--- src/rtl/gsm_buf_alloc.sv ---
// Free-cell allocator for the gsm_ram central memory: a FIFO free list of every
// cell address. It offers the list head (show-ahead) and takes back released cells.
module gsm_buf_alloc #(
    parameter int AWIDTH = 9
) (
    input  logic              clk,
    input  logic              rst,
    input  logic              clr,
    input  logic              i_alloc_req,
    output logic              o_alloc_valid,
    output logic [AWIDTH-1:0] o_alloc_addr,
    input  logic              i_free_en,
    input  logic [AWIDTH-1:0] i_free_addr,
    output logic [AWIDTH:0]   o_free_cnt,
    output logic              o_init_done,
    output logic              o_err
);

    localparam int                DEPTH = 2 ** AWIDTH;
    localparam logic [AWIDTH:0]   FULL  = (AWIDTH+1)'(DEPTH);
    localparam logic [AWIDTH-1:0] LAST  = AWIDTH'(DEPTH - 1);

    typedef enum logic {
        ST_INIT,
        ST_RUN
    } state_t;

    state_t state_reg, state_next;

    logic [AWIDTH-1:0] mem [DEPTH];
    logic [AWIDTH-1:0] init_cnt_reg;
    logic [AWIDTH-1:0] rd_ptr_reg;
    logic [AWIDTH-1:0] wr_ptr_reg;
    logic [AWIDTH-1:0] head_reg;
    logic [AWIDTH:0]   cnt_reg;
    logic              err_reg;

    logic              running;
    logic              pop;
    logic              push;
    logic              bad_free;
    logic [AWIDTH-1:0] rd_ptr_next;
    logic              wr_en;
    logic [AWIDTH-1:0] wr_addr;
    logic [AWIDTH-1:0] wr_data;

    always_ff @(posedge clk or posedge rst) begin
        if (rst) begin
            state_reg <= ST_INIT;
        end else begin
            state_reg <= state_next;
        end
    end

    always_comb begin
        state_next = state_reg;
        if (state_reg == ST_INIT && init_cnt_reg == LAST) begin
            state_next = ST_RUN;
        end
        if (clr) begin
            state_next = ST_INIT;
        end
    end

    // A push at full is only legal when a pop frees a slot in the same cycle.
    always_comb begin
        running     = (state_reg == ST_RUN);
        pop         = running && (cnt_reg != '0) && i_alloc_req;
        push        = running && i_free_en && ((cnt_reg != FULL) || pop);
        bad_free    = i_free_en && !push;
        rd_ptr_next = rd_ptr_reg + {{(AWIDTH-1){1'b0}}, pop};
        wr_en       = !running || push;
        wr_addr     = running ? wr_ptr_reg  : init_cnt_reg;
        wr_data     = running ? i_free_addr : init_cnt_reg;
    end

    always_ff @(posedge clk) begin
        if (wr_en) begin
            mem[wr_addr] <= wr_data;
        end
    end

    always_ff @(posedge clk or posedge rst) begin
        if (rst) begin
            init_cnt_reg <= '0;
            rd_ptr_reg   <= '0;
            wr_ptr_reg   <= '0;
            head_reg     <= '0;
            cnt_reg      <= '0;
            err_reg      <= 1'b0;
        end else if (clr) begin
            init_cnt_reg <= '0;
            rd_ptr_reg   <= '0;
            wr_ptr_reg   <= '0;
            head_reg     <= '0;
            cnt_reg      <= '0;
            err_reg      <= 1'b0;
        end else begin
            if (!running) begin
                // The rebuilt list always starts at cell 0, so the head is known.
                init_cnt_reg <= init_cnt_reg + 1'b1;
                cnt_reg      <= cnt_reg + 1'b1;
                head_reg     <= '0;
            end else begin
                rd_ptr_reg <= rd_ptr_next;
                if (push) begin
                    wr_ptr_reg <= wr_ptr_reg + 1'b1;
                end
                if (pop && !push) begin
                    cnt_reg <= cnt_reg - 1'b1;
                end else if (push && !pop) begin
                    cnt_reg <= cnt_reg + 1'b1;
                end
                // Prefetch the next head; forward a same-cycle push into the slot being read.
                if (push && (wr_ptr_reg == rd_ptr_next)) begin
                    head_reg <= i_free_addr;
                end else begin
                    head_reg <= mem[rd_ptr_next];
                end
            end
            if (bad_free) begin
                err_reg <= 1'b1;
            end
        end
    end

    assign o_alloc_valid = running && (cnt_reg != '0);
    assign o_alloc_addr  = head_reg;
    assign o_free_cnt    = cnt_reg;
    assign o_init_done   = running;
    assign o_err         = err_reg;

endmodule

--- config.mk ---
export PLATFORM = sky130hd
export DESIGN_NAME = gsm_buf_alloc
export DESIGN_NICKNAME = d
export VERILOG_FILES = /design/src/rtl/gsm_buf_alloc.sv
export SDC_FILE = /design/constraint.sdc
export NUM_CORES = 2
export LEC_CHECK = 0
export CAP_MARGIN = 20
export CORE_MARGIN = 1.5
export CORE_UTILIZATION = 65
export CTS_BUF_LIST = sky130_fd_sc_hd__clkbuf_4 sky130_fd_sc_hd__clkbuf_8
export DETAILED_ROUTE_END_ITERATION = 10
export PLACE_DENSITY = 0.79
export SLEW_MARGIN = 25
export SYNTH_ARGS = -nofsm -noshare
export SYNTH_HDL_FRONTEND = slang
export SYNTH_MEMORY_MAX_BITS = 65536
export SYNTH_SLANG_ARGS = --single-unit
--- constraint.sdc ---
create_clock -name clk -period 34.9 [get_ports clk]
set_clock_uncertainty 0.2 [all_clocks]
set_input_delay 10.47 -clock clk [delete_from_list [all_inputs] [get_ports clk]]
set_output_delay 10.47 -clock clk [all_outputs]
set_load 0.02 [all_outputs]
==> results.txt <==
----------------------------------------------------
[Outcome]
  Status ... complete, but fails checks
  Failing checks ... DRC

[Power and ir drop]
  Leakage power of the design ... 61.16 nW
  Power Density ... 52.69 mW/mm2
  Worst-case vdd ir drop ... 40.52 uV

[Finish]
  Number of nets in the layout ... 9593
  Highest-count cells in the layout ignoring fill and taps ... 4608 x sky130_fd_sc_hd__edfxtp_1, 868 x sky130_fd_sc_hd__mux4_2, 701 x sky130_fd_sc_hd__clkbuf_8
  Layout Area Growth over Synthesis ... 9.737%
  Reg with most FFs ... mem
  Post-route non-filler standard cell count ... 13.84k
  Most common cell after layout, fill and taps aside ... sky130_fd_sc_hd__edfxtp_1
  Fillers ... 15.65k
  Max FFs per register ... 4608
  Share of layout cells above drive strength 1 ... 22.18%
  Post-Layout Inst Area ... 0.2005 mm2

[Drt]
  Detailed Route WL ... 451400 um
  WL per Instance ... 32.61 um
  Via/cell ratio ... 6.882
  Vias after detailed routing ... 95.26k
  Post-detailed-route count of antenna-violating nets ... 0
  Initial detailed-routing violation count ... 14.18k
  Iteration count of the initial detailed-routing pass ... 11
  Remaining DRCs ... 24

[Clock tree]
  Clock latency on the worst-skew pair ... 1280 ps
  Depth of the CTS H-tree ... 6
  Clock slew seen by the registers of the worst setup and hold paths ... 70 ps
  CTS tree ... done
  Count of buffers added by post-CTS timing repair for setup ... 0
  Max clock buf depth ... 4
  Post-CTS sizing ... 0
  TritonCTS Sinks ... 4656
  Clock root cell ... sky130_fd_sc_hd__clkbuf_8
  TritonCTS Buffers ... 692
  Hold-fix buffers at CTS ... 0

[Worst setup path]
  Critical path capture point type ... flop
  Data arrival at the endpoint of the critical path ... 18040 ps
  Startpoint kind of the worst setup timing path ... input port
  RR Startpoint ... o_free_cnt[0]
  Cell count of the worst reg-to-reg path ... 19
  Startpoint of the worst setup timing path ... i_alloc_req
  Setup Crit Path Kind ... input port to flop
  R2R setup slack ... 26010 ps
  Worst flop-to-flop path endpoint ... o_alloc_addr[3]
  Crit path max fanout ... 143
  Worst endpoint required time ... 35830 ps

[Floorplan]
  Starting density of the core ... 65.40%
  Number of rows created at floorplan ... 194
  Die span in y ... 533.2 um
  Chip Width ... 533.2 um
  Die area ... 0.2843 mm2
  Number of ports placed on the die boundary ... 36
  Area of the core ... 0.2794 mm2

[Place]
  Routability-driven placement congestion ratio ... 0.9099
  Detail Placement HPWL ... 260600 um
  Cell count after placement ... 12.60k
  Number of I/O port buffers ... 35
  Placed inst area ... 0.1867 mm2
  Worst-case setup slack after placement ... 16390 ps

[STA]
  Number of max-slew violations in the final report ... 0
  Achievable clock frequency ... 58.42 MHz
  Final critical path time including I/O delays and setup ... 17120 ps
  RSZ-0062 raised after global routing ... false
  Final period utilization ... 49.04%
  Total count of hold-check failures in the final report ... 0
  Worst slew pin tran ... 1204 ps
  Setup TNS Final ... 0 ps
  Worst setup margin ... 17780 ps
  Slew Limit Headroom ... 19.20%
  Setup violation total in the final timing report ... 0

[Hold path]
  Source of the worst hold timing path ... o_err
  Min-Delay Path Depth ... 2
  Class of the most critical hold timing path ... flop to flop
  Worst-case hold path end point ... o_err

[Logic synthesis]
  EDFF count, synth ... 4608
  Mean area per synthesized cell ... 19.74 um2
  Gate count of the mapped netlist ... 9255
  Area of the mapped netlist ... 0.1827 mm2
  Share of synthesized registers carrying an async set or reset ... 1.031%
  Commonest register cell after synthesis ... sky130_fd_sc_hd__edfxtp_1
  Post-synth cell types ... 78
  Number of warnings reported in the yosys synthesis log ... 0
  Net count of the mapped netlist ... 9276
  Part of the Yosys area used for sequential elements ... 76.39%
  Post-synthesis sequential element count ... 4656

[Global route]
  Via count of the first global-routing pass ... 95.06k
  Global-route wire length before repair ... 654300 um
  Gr ovfl total ... 0
  Global-route usage over all layers ... 31.86%
  Maximum number of pins on one net before global-route repair ... 233
  Antenna violations before repair ... 23

[Run]
  Max-cap violation count ... 0

----------------------------------------------------
## cell families after synthesis
family,after synthesis,share of synthesized area (%)
flip-flops,4656,76.39
multiplexers,1585,14.64
AND/OR/NAND/NOR,1570,3.664
AO/OA/AOI/OAI,798,3.290
buffers and inverters,601,1.774
XOR/XNOR,38,0.1945
adder cells (fa/ha/maj),7,0.04793
## how the worst max path moves through the flow
| stage | end | slack, ps | cells after the start |
|---|---|---|---|
| 2_1_floorplan | mem[0][0] | 9260 | 6 |
| 3_3_place_gp | o_alloc_addr[7] | 16660 | 15 |
| 3_5_place_dp | o_alloc_addr[7] | 16390 | 15 |
| 4_1_cts | o_alloc_addr[7] | 17740 | 15 |
| 5_1_grt | o_alloc_addr[3] | 17460 | 16 |
| 6_report | o_alloc_addr[3] | 17780 | 16 |
## per-stage QoR
stage | hold slack [ps] | power (mW) | utilization, %
after CTS | 326.5 | 10.58 | 71.65
after floorplan | 293.1 | 6.330 | -
after detailed placement | 310.6 | 6.329 | 66.82
after global placement | 286.3 | 6.324 | 66.77
after global routing | 377.7 | 10.82 | 71.75
final | 320.8 | 10.57 | 71.77
## power breakdown
| group | leakage [nW] | total [mW] | internal (mW) | switching, mW |
|---|---|---|---|---|
| Sequential | 43.1 | 6.11 | 6.11 | 0.00242 |
| Combinational | 10.9 | 0.106 | 0.0122 | 0.0935 |
| Clock | 7.12 | 4.35 | 2.25 | 2.10 |
| Total | 61.2 | 10.6 | 8.37 | 2.20 |
## worst max-delay path, cell delays in order
cell	delay, ps
sky130_fd_sc_hd__clkdlybuf4s50_1	500
sky130_fd_sc_hd__o211a_1	280
sky130_fd_sc_hd__ha_4	740
sky130_fd_sc_hd__buf_4	790
sky130_fd_sc_hd__buf_12	610
sky130_fd_sc_hd__buf_4	650
sky130_fd_sc_hd__buf_12	300
sky130_fd_sc_hd__buf_12	560
sky130_fd_sc_hd__buf_4	850
sky130_fd_sc_hd__mux2i_1	230
sky130_fd_sc_hd__a22o_1	270
sky130_fd_sc_hd__a221oi_1	230
sky130_fd_sc_hd__o22ai_1	170
sky130_fd_sc_hd__o21ai_0	230
sky130_fd_sc_hd__o2111ai_1	470
sky130_fd_sc_hd__o211ai_1	370
## Yosys cell counts, types with 56 or more instances
library cell / count / area, um2
sky130_fd_sc_hd__buf_2: 165 / 825.8
sky130_fd_sc_hd__a21oi_1: 84 / 420.4
sky130_fd_sc_hd__a2111oi_0: 56 / 490.5
sky130_fd_sc_hd__buf_4: 76 / 570.6
sky130_fd_sc_hd__buf_6: 63 / 709.4
sky130_fd_sc_hd__o22ai_1: 83 / 519.3
sky130_fd_sc_hd__nand2_1: 586 / 2200
sky130_fd_sc_hd__mux2i_1: 698 / 6987
sky130_fd_sc_hd__mux4_2: 868 / 19550
sky130_fd_sc_hd__clkbuf_1: 231 / 867.1
sky130_fd_sc_hd__nor2_1: 582 / 2185
sky130_fd_sc_hd__a22o_1: 113 / 989.7
sky130_fd_sc_hd__o21ai_0: 64 / 320.3
sky130_fd_sc_hd__nand3_1: 173 / 865.8
sky130_fd_sc_hd__edfxtp_1: 4608 / 138400
sky130_fd_sc_hd__a221oi_1: 104 / 910.9
sky130_fd_sc_hd__and3_1: 56 / 350.3
## metal layers
layer | part of all wire (%) | up-vias | global-route usage (%)
li1 | - | 38680 | -
met1 | 36 | 48430 | 44.57
met2 | 47 | 7025 | 47.88
met3 | 14 | 1108 | 9.278
met4 | 4.2 | 14 | 13.13
met5 | 0.030 | - | 0
## final cells by class
cell class	count	area, um2	share of cell area (%)
flip-flops and latches	4656	139600	69.61
multi-input cells	3998	40690	20.30
clock buffers	909	11210	5.591
well taps	3724	4659	2.324
clock inverters	317	2285	1.139
repair buffers	206	1976	0.9853
inverters	18	67.56	0.03370
diodes	14	35.03	0.01747
Power figures use the tool's default switching activity.
